### src/rtl/ex_pipe_hazard_unit.sv
// rtl/ex_pipe_hazard_unit.sv - ID/EX and EX/MEM pipeline registers with stall/redirect hazard control
module ex_pipe_hazard_unit #(
  parameter int DWIDTH = 32
) (
  input  logic              clk,
  input  logic              rst,
  input  logic [DWIDTH-1:0] id_pc,
  input  logic [25:0]       id_jump_addr,
  input  logic [3:0]        id_op,
  input  logic [DWIDTH-1:0] id_imm,
  input  logic [DWIDTH-1:0] id_rs1,
  input  logic [DWIDTH-1:0] id_rs2,
  input  logic [4:0]        id_rs1_id,
  input  logic [4:0]        id_rs2_id,
  input  logic [4:0]        id_rdst_id,
  input  logic              id_we_reg,
  input  logic              id_we_dmem,
  input  logic              id_ssel,
  input  logic [1:0]        id_wbsel,
  input  logic [2:0]        id_jump_type,
  input  logic [DWIDTH-1:0] alu_out,
  input  logic              alu_zero,
  output logic [DWIDTH-1:0] ex_pc,
  output logic [DWIDTH-1:0] ex_imm,
  output logic [DWIDTH-1:0] ex_rs1,
  output logic [DWIDTH-1:0] ex_rs2,
  output logic [DWIDTH-1:0] ex_ra,
  output logic [31:0]       ex_jump_addr,
  output logic [3:0]        ex_op,
  output logic [4:0]        ex_rdst_id,
  output logic [1:0]        ex_wbsel,
  output logic [2:0]        ex_jump_type,
  output logic              ex_we_reg,
  output logic              ex_we_dmem,
  output logic              ex_ssel,
  output logic [DWIDTH-1:0] mem_pc,
  output logic [DWIDTH-1:0] mem_rd,
  output logic [DWIDTH-1:0] mem_rs2,
  output logic [4:0]        mem_rdst_id,
  output logic [1:0]        mem_wbsel,
  output logic              mem_we_reg,
  output logic              mem_we_dmem,
  output logic              ex_taken,
  output logic              pc_write,
  output logic              ifid_write,
  output logic              ifid_flush,
  output logic              idex_flush
);

  localparam logic [2:0] JT_NOP = 3'b000;
  localparam logic [2:0] JT_BEQ = 3'b001;
  localparam logic [2:0] JT_JAL = 3'b010;
  localparam logic [2:0] JT_JR  = 3'b011;
  localparam logic [2:0] JT_J   = 3'b100;

  logic hz_ex;
  logic hz_mem;
  logic stall;

  // Resolve the control transfer of the instruction currently in EX; unknown codes never redirect.
  always_comb begin
    ex_taken = 1'b0;
    case (ex_jump_type)
      JT_NOP:  ex_taken = 1'b0;
      JT_BEQ:  ex_taken = alu_zero;
      JT_JAL:  ex_taken = 1'b1;
      JT_JR:   ex_taken = 1'b1;
      JT_J:    ex_taken = 1'b1;
      default: ex_taken = 1'b0;
    endcase
  end

  // RAW detection against EX and MEM writers; r0 is never a source of a hazard.
  always_comb begin
    hz_ex  = ex_we_reg && (ex_rdst_id != 5'd0) &&
             ((ex_rdst_id == id_rs1_id) || (ex_rdst_id == id_rs2_id));
    hz_mem = mem_we_reg && (mem_rdst_id != 5'd0) &&
             ((mem_rdst_id == id_rs1_id) || (mem_rdst_id == id_rs2_id));
    stall  = hz_ex || hz_mem;
  end

  // Front-end enables and squash controls; a taken redirect overrides a stall since ID is squashed anyway.
  always_comb begin
    pc_write   = 1'b1;
    ifid_write = 1'b1;
    ifid_flush = 1'b0;
    idex_flush = 1'b0;
    if (rst) begin
      pc_write   = 1'b1;
      ifid_write = 1'b1;
      ifid_flush = 1'b0;
      idex_flush = 1'b0;
    end else if (ex_taken) begin
      pc_write   = 1'b1;
      ifid_write = 1'b1;
      ifid_flush = 1'b1;
      idex_flush = 1'b1;
    end else if (stall) begin
      pc_write   = 1'b0;
      ifid_write = 1'b0;
      ifid_flush = 1'b0;
      idex_flush = 1'b1;
    end
  end

  // ID/EX register: reset and flush both produce an all-zero bubble.
  always_ff @(posedge clk) begin
    if (rst || idex_flush) begin
      ex_pc        <= '0;
      ex_imm       <= '0;
      ex_rs1       <= '0;
      ex_rs2       <= '0;
      ex_ra        <= '0;
      ex_jump_addr <= '0;
      ex_op        <= '0;
      ex_rdst_id   <= '0;
      ex_wbsel     <= '0;
      ex_jump_type <= JT_NOP;
      ex_we_reg    <= 1'b0;
      ex_we_dmem   <= 1'b0;
      ex_ssel      <= 1'b0;
    end else begin
      ex_pc        <= id_pc;
      ex_imm       <= id_imm;
      ex_rs1       <= id_rs1;
      ex_rs2       <= id_rs2;
      ex_ra        <= id_pc + DWIDTH'(4);
      ex_jump_addr <= {6'd0, id_jump_addr};
      ex_op        <= id_op;
      ex_rdst_id   <= id_rdst_id;
      ex_wbsel     <= id_wbsel;
      ex_jump_type <= id_jump_type;
      ex_we_reg    <= id_we_reg;
      ex_we_dmem   <= id_we_dmem;
      ex_ssel      <= id_ssel;
    end
  end

  // EX/MEM register: loads unconditionally so an EX bubble arrives with zero write enables.
  always_ff @(posedge clk) begin
    if (rst) begin
      mem_pc      <= '0;
      mem_rd      <= '0;
      mem_rs2     <= '0;
      mem_rdst_id <= '0;
      mem_wbsel   <= '0;
      mem_we_reg  <= 1'b0;
      mem_we_dmem <= 1'b0;
    end else begin
      mem_pc      <= ex_pc;
      mem_rd      <= alu_out;
      mem_rs2     <= ex_rs2;
      mem_rdst_id <= ex_rdst_id;
      mem_wbsel   <= ex_wbsel;
      mem_we_reg  <= ex_we_reg;
      mem_we_dmem <= ex_we_dmem;
    end
  end

endmodule

### config.mk
export PLATFORM = sky130hd
export DESIGN_NAME = ex_pipe_hazard_unit
export DESIGN_NICKNAME = d
export VERILOG_FILES = /design/src/rtl/ex_pipe_hazard_unit.sv
export SDC_FILE = /design/constraint.sdc
export NUM_CORES = 1
export LEC_CHECK = 0
export BUFFER_PORTS_ARGS = -buffer_cell sky130_fd_sc_hd__buf_2
export CELL_PAD_IN_SITES_DETAIL_PLACEMENT = 0
export CELL_PAD_IN_SITES_GLOBAL_PLACEMENT = 1
export CORE_AREA = 5 5 205 207
export DETAILED_ROUTE_END_ITERATION = 8
export DIE_AREA = 0 0 210 212
export PLACE_DENSITY_LB_ADDON = 0.3
export SYNTH_ARGS = -nofsm -noshare
export SYNTH_HDL_FRONTEND = slang
export SYNTH_SLANG_ARGS = --single-unit
### constraint.sdc
create_clock -name clk -period 4.2 [get_ports clk]
set_input_delay 0.63 -clock clk [delete_from_list [all_inputs] [get_ports clk]]
set_output_delay 0.63 -clock clk [all_outputs]
set_load 0.03 [all_outputs]
==> metrics, run 1 <==
pin count of the biggest net entering global routing 143; period utilisation layout 69.6%; Slew Viols, Final 0; post-CTS setup buffers 0; Worst-Skew Late Latency 530 ps; PD cells 498 nW/um^2; CTS sink count 306; initial antenna violation count 9; Worst R2R Start ex_rdst_id[2]$_SDFF_PP0_; total routed wirelength 35.2 mm; Worst-path clk slew 60 ps; Synth Register Bits 306; synth-to-layout area growth 39.1%; Mapped Area 10500 um^2; Die W 210 um; DP HPWL 26.4 mm; HP Start alu_out[27]; register area share after synthesis 58.1%; grt ovf 0; DR vias 8147; status completed; post-layout min period 2920 ps; row cnt 74; post-layout util 36.5%; Die ar. 44500 um^2; TNS Setup 0 ps; Slowest-stage cell, CP or4_1; first-pass GRT wire length 51.6 mm; count of cell types in the netlist 30; WP buf/inv 1; Mapped Cells 969; leakage power 7.61 nW; Final Wtd Congestion 0.845; share of layout cells above drive strength 1 50.8%; Crit. End Element output port; vias in the first global route 8311; CP Class reg -> out; Critical path origin ex_rdst_id[2]$_SDFF_PP0_; core area 40200 um^2; Final Cell Area 14700 um^2; hold_buf cts 0; fmax 342 MHz; Final setup viols 0; worst slew pin tran 1100 ps; via density per instance 4.00; routed len/inst 17.3 um; crit path cell chain or4_1 -> o21ai_1 -> o22ai_4 -> o21ba_2 -> buf_2; Hold Violations, Final 0; DR pass1 iterations 4; Req. time, crit path 3570 ps; syn avg cell area 10.9 um^2; cts bufs inserted 36; commonest non-fill, non-tap cell in the layout buf_2; fill count 4163; largest stage delay on the critical path 540 ps; DRT iter0 DRCs 274; global-route usage over all layers 15.0%; Setup crit start kind flop; Die Y 212 um; worst-path fanout max 5; Resized cells post-CTS 0; Arr. time, crit path 2290 ps; DRT antenna net count 0; Rel. slew slack 26.3%; Hold Crit Class in -> reg; initial core utilization 26.2%; Top delay family on crit path compound AO/OA/AOI/OAI gates; clk root buf clkbuf_16; clk_skew 17.1 ps; # H-tree levels 2; area of placed instances 13500 um^2; I/O pin cnt 535; CTS tree done; peak supply drop 0.295 mV; most frequent cells in the layout 527 x buf_2, 306 x dfxtp_1, 175 x inv_1; Max-Cap Viols 0; RSZ-0062 raised after global routing false; DRC 0; Max Root-Sink Buffers 3; Port Buffer Count 528; fin nets 1697; Ys Warns 0
==> cells by family after synthesis <==
kind of cell | after synthesis | synth area share, %
buffers and inverters | 240 | 10.2
AOI/OAI and AO/OA | 8 | 0.487
and+or+nand+nor | 365 | 27.1
other | 1 | 0.0356
xor gates and xnor gates | 48 | 3.99
DFF | 306 | 58.1
adders and majority gates | 1 | 0.119
==> final timing paths <==
| check | endpoint | slack [ps] | depth (start not counted) |
|---|---|---|---|
| worst max register to register | ex_ra[28]$_SDFF_PP0_ | 1780 | 6 |
| worst min-delay path | mem_rd[27]$_SDFF_PP0_ | 310 | 2 |
| worst max-delay path | idex_flush | 1280 | 5 |
| worst min register to register | mem_rs2[19]$_SDFF_PP0_ | 450 | 1 |
==> cells in the mapped netlist <==
| cell | number | area share [%] |
|---|---|---|
| a21oi_1 | 2 | 0.095 |
| a22oi_1 | 2 | 0.14 |
| and3_1 | 2 | 0.12 |
| and4_1 | 1 | 0.083 |
| buf_4 | 11 | 0.78 |
| buf_6 | 17 | 1.8 |
| clkbuf_1 | 37 | 1.3 |
| conb_1 | 1 | 0.036 |
| dfxtp_1 | 306 | 58 |
| ha_1 | 1 | 0.12 |
| inv_1 | 175 | 6.2 |
| nand2_1 | 8 | 0.29 |
| nand2b_1 | 2 | 0.12 |
| nand3_1 | 14 | 0.67 |
| nand4_1 | 7 | 0.42 |
| nand4_2 | 1 | 0.12 |
| nor2_1 | 9 | 0.32 |
| nor2b_1 | 105 | 6.2 |
| nor3_1 | 38 | 1.8 |
| nor3_2 | 170 | 16 |
| nor4_1 | 2 | 0.12 |
| nor4_2 | 2 | 0.24 |
| nor4_4 | 1 | 0.20 |
| o21ai_1 | 2 | 0.095 |
| o21ba_2 | 1 | 0.095 |
| o22ai_1 | 1 | 0.059 |
| or3_1 | 1 | 0.059 |
| or4_1 | 2 | 0.14 |
| xnor2_1 | 28 | 2.3 |
| xor2_1 | 20 | 1.7 |
==> metrics by stage <==
step                total power, W  hold WS (ps)  setup WS (ps)  cells
global route               0.00764           286           1140   2037
floorplan                  0.00401           600           1520    974
global placement           0.00445           441           1510   1974
CTS                        0.00745           267           1190   2034
finish                     0.00730           310           1280   2037
detailed placement         0.00446           445           1470   1974
==> per-layer routing <==
layer	track usage [%]	share of wire (%)
met1	17.3	40
met2	25.4	48
met3	6.04	9.9
met4	5.09	2.3
met5	0	0.17
==> layout make-up <==
class                      instances  area, um^2  share of cell area (%)
multi-input combinational        428        3380                    23.1
clock inverter                     9        52.6                   0.359
sequential                       306        6130                    41.8
antenna                            3        7.51                  0.0512
inverter                         175         657                    4.48
tap                              532         666                    4.54
timing repair buffer             533        2720                    18.6
clock buffer                      51        1050                    7.15
==> power breakdown <==
| part | internal, W | total [W] | switching (W) |
|---|---|---|---|
| clock network | 0.00173 | 0.00292 | 0.00119 |
| registers | 0.00311 | 0.00318 | 0.0000752 |
| logic | 0.000359 | 0.00119 | 0.000834 |
Note: power is estimated with default switching activity, not from simulation.
==> run 2: changes to the inputs <==
Settings changed: CORE_AREA 5 5 205 207 to 5 5 208 210, DIE_AREA 0 0 210 212 to 0 0 213 215.
Clock period 4.2 ns to 2.94 ns, I/O delays scaled along.
==> metrics, run 2 (synthesis gave the netlist of run 1 again) <==
status completed; Req. time, crit path 2500 ps (-1070 ps); DRC 0 (unchanged); pin count of the biggest net entering global routing 118 (-17%); worst-path fanout max 5 (unchanged); R2R setup slack 730 ps (-1050 ps); PD cells 729 nW/um^2 (+46%); clk_skew 24.6 ps (+7.49 ps); DR vias 8195 (+0.59%); Reg2Reg Depth 7 (+1); fill count 4281 (+2.8%); core area 41400 um^2 (+3.0%); CTS tree done; peak supply drop 0.427 mV (+45%); hold_buf cts 0 (unchanged); Slew Viols, Final 0 (unchanged); Port Buffer Count 528 (unchanged); fmax 377 MHz; Arr. time, crit path 2210 ps (-80 ps); fin nets 1703 (+0.35%); cts bufs inserted 37 (+2.8%); post-layout min period 2650 ps; post-layout util 36.0% (-0.51 points); CTS sink count 306 (unchanged); DRT antenna net count 0 (unchanged); Setup crit start kind flop; commonest non-fill, non-tap cell in the layout buf_2; clk root buf clkbuf_16; Slowest-stage cell, CP or4_1; CP Class reg -> out; hold depth 2 (unchanged); Worst-Skew Late Latency 540 ps (about the same); total routed wirelength 35.4 mm (+0.53%); period utilisation layout 90.2%; DR pass1 iterations 4 (unchanged); Hold Violations, Final 0 (unchanged); Hold Crit Class in -> reg; Fin Hold WS 117 ps (-193 ps); crit path capture idex_flush; Final Cell Area 14900 um^2 (+1.6%); Final Wtd Congestion 0.801 (-5.2%); global-route usage over all layers 14.7% (-0.31 points); # H-tree levels 2 (unchanged); worst slew pin tran 835 ps (-262 ps); row cnt 75 (+1.4%); Worst R2R Start ex_rdst_id[4]$_SDFF_PP0_; initial antenna violation count 8 (-1); grt ovf 0 (unchanged); Cells after DPL 1986 (+0.61%); vias in the first global route 8631 (+3.9%); non-filler cells, final 2053 (+0.79%); share of layout cells above drive strength 1 51.5% (+0.69 points); Max Root-Sink Buffers 3 (unchanged); initial core utilization 25.5% (-0.76 points); I/O pin cnt 535 (unchanged); largest stage delay on the critical path 550 ps (about the same); Final setup viols 0 (unchanged); Crit. End Element output port; Rel. slew slack 44.3% (+18 points); crit path cell chain or4_1 -> o21ai_1 -> o22ai_4 -> o21ba_2 -> buf_2; Die ar. 45800 um^2 (+2.9%); Resized cells post-CTS 0 (unchanged); post-CTS setup buffers 0 (unchanged); FF-to-FF End ex_ra[25]$_SDFF_PP0_; routed len/inst 17.3 um (-0.25%); HP Start alu_out[12]; Die W 213 um (+1.4%); leakage power 7.71 nW (+1.3%); Max-Cap Viols 0 (unchanged); Die Y 215 um (+1.4%); area of placed instances 13600 um^2 (+0.62%); via density per instance 3.99 (-0.19%); Critical path origin ex_rdst_id[1]$_SDFF_PP0_; TNS Setup 0 ps (unchanged); DRT iter0 DRCs 257 (-6.2%); DP HPWL 27.1 mm (+2.7%); synth-to-layout area growth 41.3%; Worst-path clk slew 60 ps (about the same); first-pass GRT wire length 52.0 mm (+0.68%); most frequent cells in the layout 527 x buf_2, 306 x dfxtp_1, 175 x inv_1; RSZ-0062 raised after global routing false
run 2: worst max-delay path, delay by kind of cell, from the launching register on:
family	cells	cell delay, ps
simple gates	1	550
flops	1	390
buf+inv	1	170
compound gates	3	590
run 2: cell type report:
cell class	count	area (um^2)	area share (%)
flip-flops and latches	306	6130	41.2
multi-input cells	428	3380	22.7
repair buffers	538	2800	18.8
clock buffers	48	1080	7.25
well taps	539	674	4.53
inverters	175	657	4.41
clock inverters	18	170	1.14
diodes	1	2.50	0.0168
run 2: power breakdown:
part	leakage (nW)	switching [W]	internal, W	total (W)
sequential	2.53	0.000109	0.00444	0.00455
clock	0.609	0.00181	0.00278	0.00460
combinational	4.58	0.00119	0.000516	0.00171
run 2: worst min-delay path by stage:
stage                     slack (ps)                     end
after floorplan                  510     ex_ra[2]$_SDFF_PP0_
after global placement           440  mem_rs2[13]$_SDFF_PP0_
after detailed placement         440  mem_rs2[13]$_SDFF_PP0_
after CTS                         70   mem_rd[12]$_SDFF_PP0_
after global routing              90   mem_rd[23]$_SDFF_PP0_
final                            120   mem_rd[12]$_SDFF_PP0_
run 2: metal layers:
layer / wire length (um) / vias up / global-route usage, %
met4: 668 / 12 / 4.44
met5: 88 / - / 0
met1: 13200 / 3790 / 15.8
met3: 3770 / 55 / 6.27
li1: - / 4013 / -
met2: 17700 / 325 / 26.0
run 2: stage by stage:
stage | setup slack [ps] | power [W]
floorplan | 574 | 0.00573
global placement | 508 | 0.00637
detailed placement | 515 | 0.00638
CTS | 227 | 0.0111
global route | 161 | 0.0113
finish | 287 | 0.0109
==> run 3: changes to the inputs <==
Settings changed: CORE_AREA 5 5 208 210 to 5 5 205 207, DIE_AREA 0 0 213 215 to 0 0 210 212.
Clock period 2.94 ns to 3.3 ns, I/O delays scaled along.
==> metrics, run 3 (synthesis gave the netlist of run 1 again) <==
status completed; Final setup viols 0 (unchanged); fmax 361 MHz; RSZ-0062 raised after global routing false; routed len/inst 17.0 um (-1.7%); # H-tree levels 2 (unchanged); Slew Viols, Final 0 (unchanged); DRC 0 (unchanged); total routed wirelength 34.7 mm (-2.1%); clk_skew 17.3 ps (-7.31 ps); global-route usage over all layers 14.8% (+0.10 points); Top delay family on crit path compound AO/OA/AOI/OAI gates; share of layout cells above drive strength 1 51.2% (-0.33 points); Worst-path clk slew 60 ps (about the same); TNS Setup 0 ps (unchanged); row cnt 74 (-1.3%); largest stage delay on the critical path 540 ps (about the same); Crit. End Element output port; CP Class reg -> out; Arr. time, crit path 2280 ps (+70 ps); period utilisation layout 84.0%; fill count 4193 (-2.1%); WP buf/inv 1 (unchanged); worst-path fanout max 5 (unchanged); leakage power 7.68 nW (-0.42%); Slowest-stage cell, CP or4_1; post-layout min period 2770 ps; worst slew pin tran 865 ps (+30.3 ps); Setup crit start kind flop; vias in the first global route 8289 (-4.0%); Max Root-Sink Buffers 3 (unchanged); cts bufs inserted 36 (-2.7%); Worst-Skew Late Latency 530 ps (about the same); crit path cell chain or4_1 -> o21ai_1 -> o22ai_4 -> o21ba_2 -> buf_2; DR pass1 iterations 4 (unchanged); synth-to-layout area growth 40.4%; post-CTS setup buffers 0 (unchanged); first-pass GRT wire length 51.2 mm (-1.6%); Die ar. 44500 um^2 (-2.8%); hold_buf cts 0 (unchanged); DRT iter0 DRCs 296 (+15%); CTS tree done; most frequent cells in the layout 527 x buf_2, 306 x dfxtp_1, 175 x inv_1; grt ovf 0 (unchanged); Port Buffer Count 528 (unchanged); Die Y 212 um (-1.4%); DRT antenna net count 0 (unchanged); I/O pin cnt 535 (unchanged); initial core utilization 26.2% (+0.76 points); peak supply drop 0.303 mV (-29%); Die W 210 um (-1.4%); Fin Hold WS 181 ps (+64.1 ps); Req. time, crit path 2800 ps (+300 ps); CTS sink count 306 (unchanged); Final Wtd Congestion 0.833 (+4.0%); initial antenna violation count 9 (+1); pin count of the biggest net entering global routing 122 (+3.4%); fin nets 1700 (-0.18%); Max-Cap Viols 0 (unchanged); commonest non-fill, non-tap cell in the layout buf_2; Resized cells post-CTS 0 (unchanged); DR vias 8129 (-0.81%); Hold Crit Class in -> reg; Rel. slew slack 42.3% (-2.0 points); Hold Violations, Final 0 (unchanged); DP HPWL 26.5 mm (-2.2%); via density per instance 3.98 (-0.37%); clk root buf clkbuf_16; PD cells 650 nW/um^2 (-11%); core area 40200 um^2 (-2.9%)
run 3: changes by cell type in the layout (fill, tap and decap cells not counted):
cell	before	now
clkbuf_16	39	37
clkbuf_8	7	6
diode_2	1	5
inv_8	1	0
clkbuf_1	2	4
buf_12	6	3
bufinv_16	2	4
clkinvlp_4	5	1
buf_4	5	6
run 3: path summary, 6_finish.rpt:
| path | startpoint | endpoint | slack [ps] | depth (start not counted) |
|---|---|---|---|---|
| max reg2reg | ex_jump_type[0]$_SDFF_PP0_ | ex_ra[22]$_SDFF_PP0_ | 900 | 7 |
| min | alu_out[23] | mem_rd[23]$_SDFF_PP0_ | 180 | 2 |
| min reg2reg | ex_rs2[3]$_SDFF_PP0_ | mem_rs2[3]$_SDFF_PP0_ | 450 | 1 |
| max | ex_rdst_id[2]$_SDFF_PP0_ | idex_flush | 530 | 5 |
run 3: through the flow:
stage / instance area [um^2] / power (W) / util (%) / worst slack (ps) / instances
finish: 14800 / 0.00962 / 36.8 / 527 / 2044
global placement: 13600 / 0.00567 / 33.8 / 549 / 1977
detailed placement: 13600 / 0.00567 / 33.8 / 567 / 1977
CTS: 14800 / 0.00978 / 36.8 / 443 / 2039
floorplan: 10600 / 0.00511 / - / 880 / 974
global route: 14800 / 0.0100 / 36.8 / 407 / 2042
run 3: routing by layer:
metal / part of all wire (%) / vias up / track usage [%]
met2: 48 / 354 / 24.8
met5: 0.13 / - / 0
met4: 2.4 / 8 / 4.55
met1: 39 / 3705 / 17.0
li1: - / 4012 / -
met3: 11 / 50 / 6.70
run 3: cell type report:
type	instances	area, um^2	area share (%)
inverter	175	657	4.44
clock buffer	47	1020	6.92
timing repair buffer	536	2740	18.5
multi-input combinational	428	3380	22.8
clock inverter	15	189	1.28
antenna	5	12.5	0.0846
tap	532	666	4.50
sequential	306	6130	41.4
run 3: power by group:
part           internal (W)  total, W  switching, W  leakage (nW)
Sequential          0.00396   0.00405     0.0000963          2.53
Combinational      0.000456   0.00151       0.00106          4.55
Clock               0.00250   0.00405       0.00155         0.601
run 3: worst register-to-register path: stages (launching register included):
cell	delay (ps)
dfxtp_1	340
a21oi_1	70
nor2_1	80
a21oi_1	90
nand2b_4	120
buf_12	600
buf_4	780
nor3_1	160
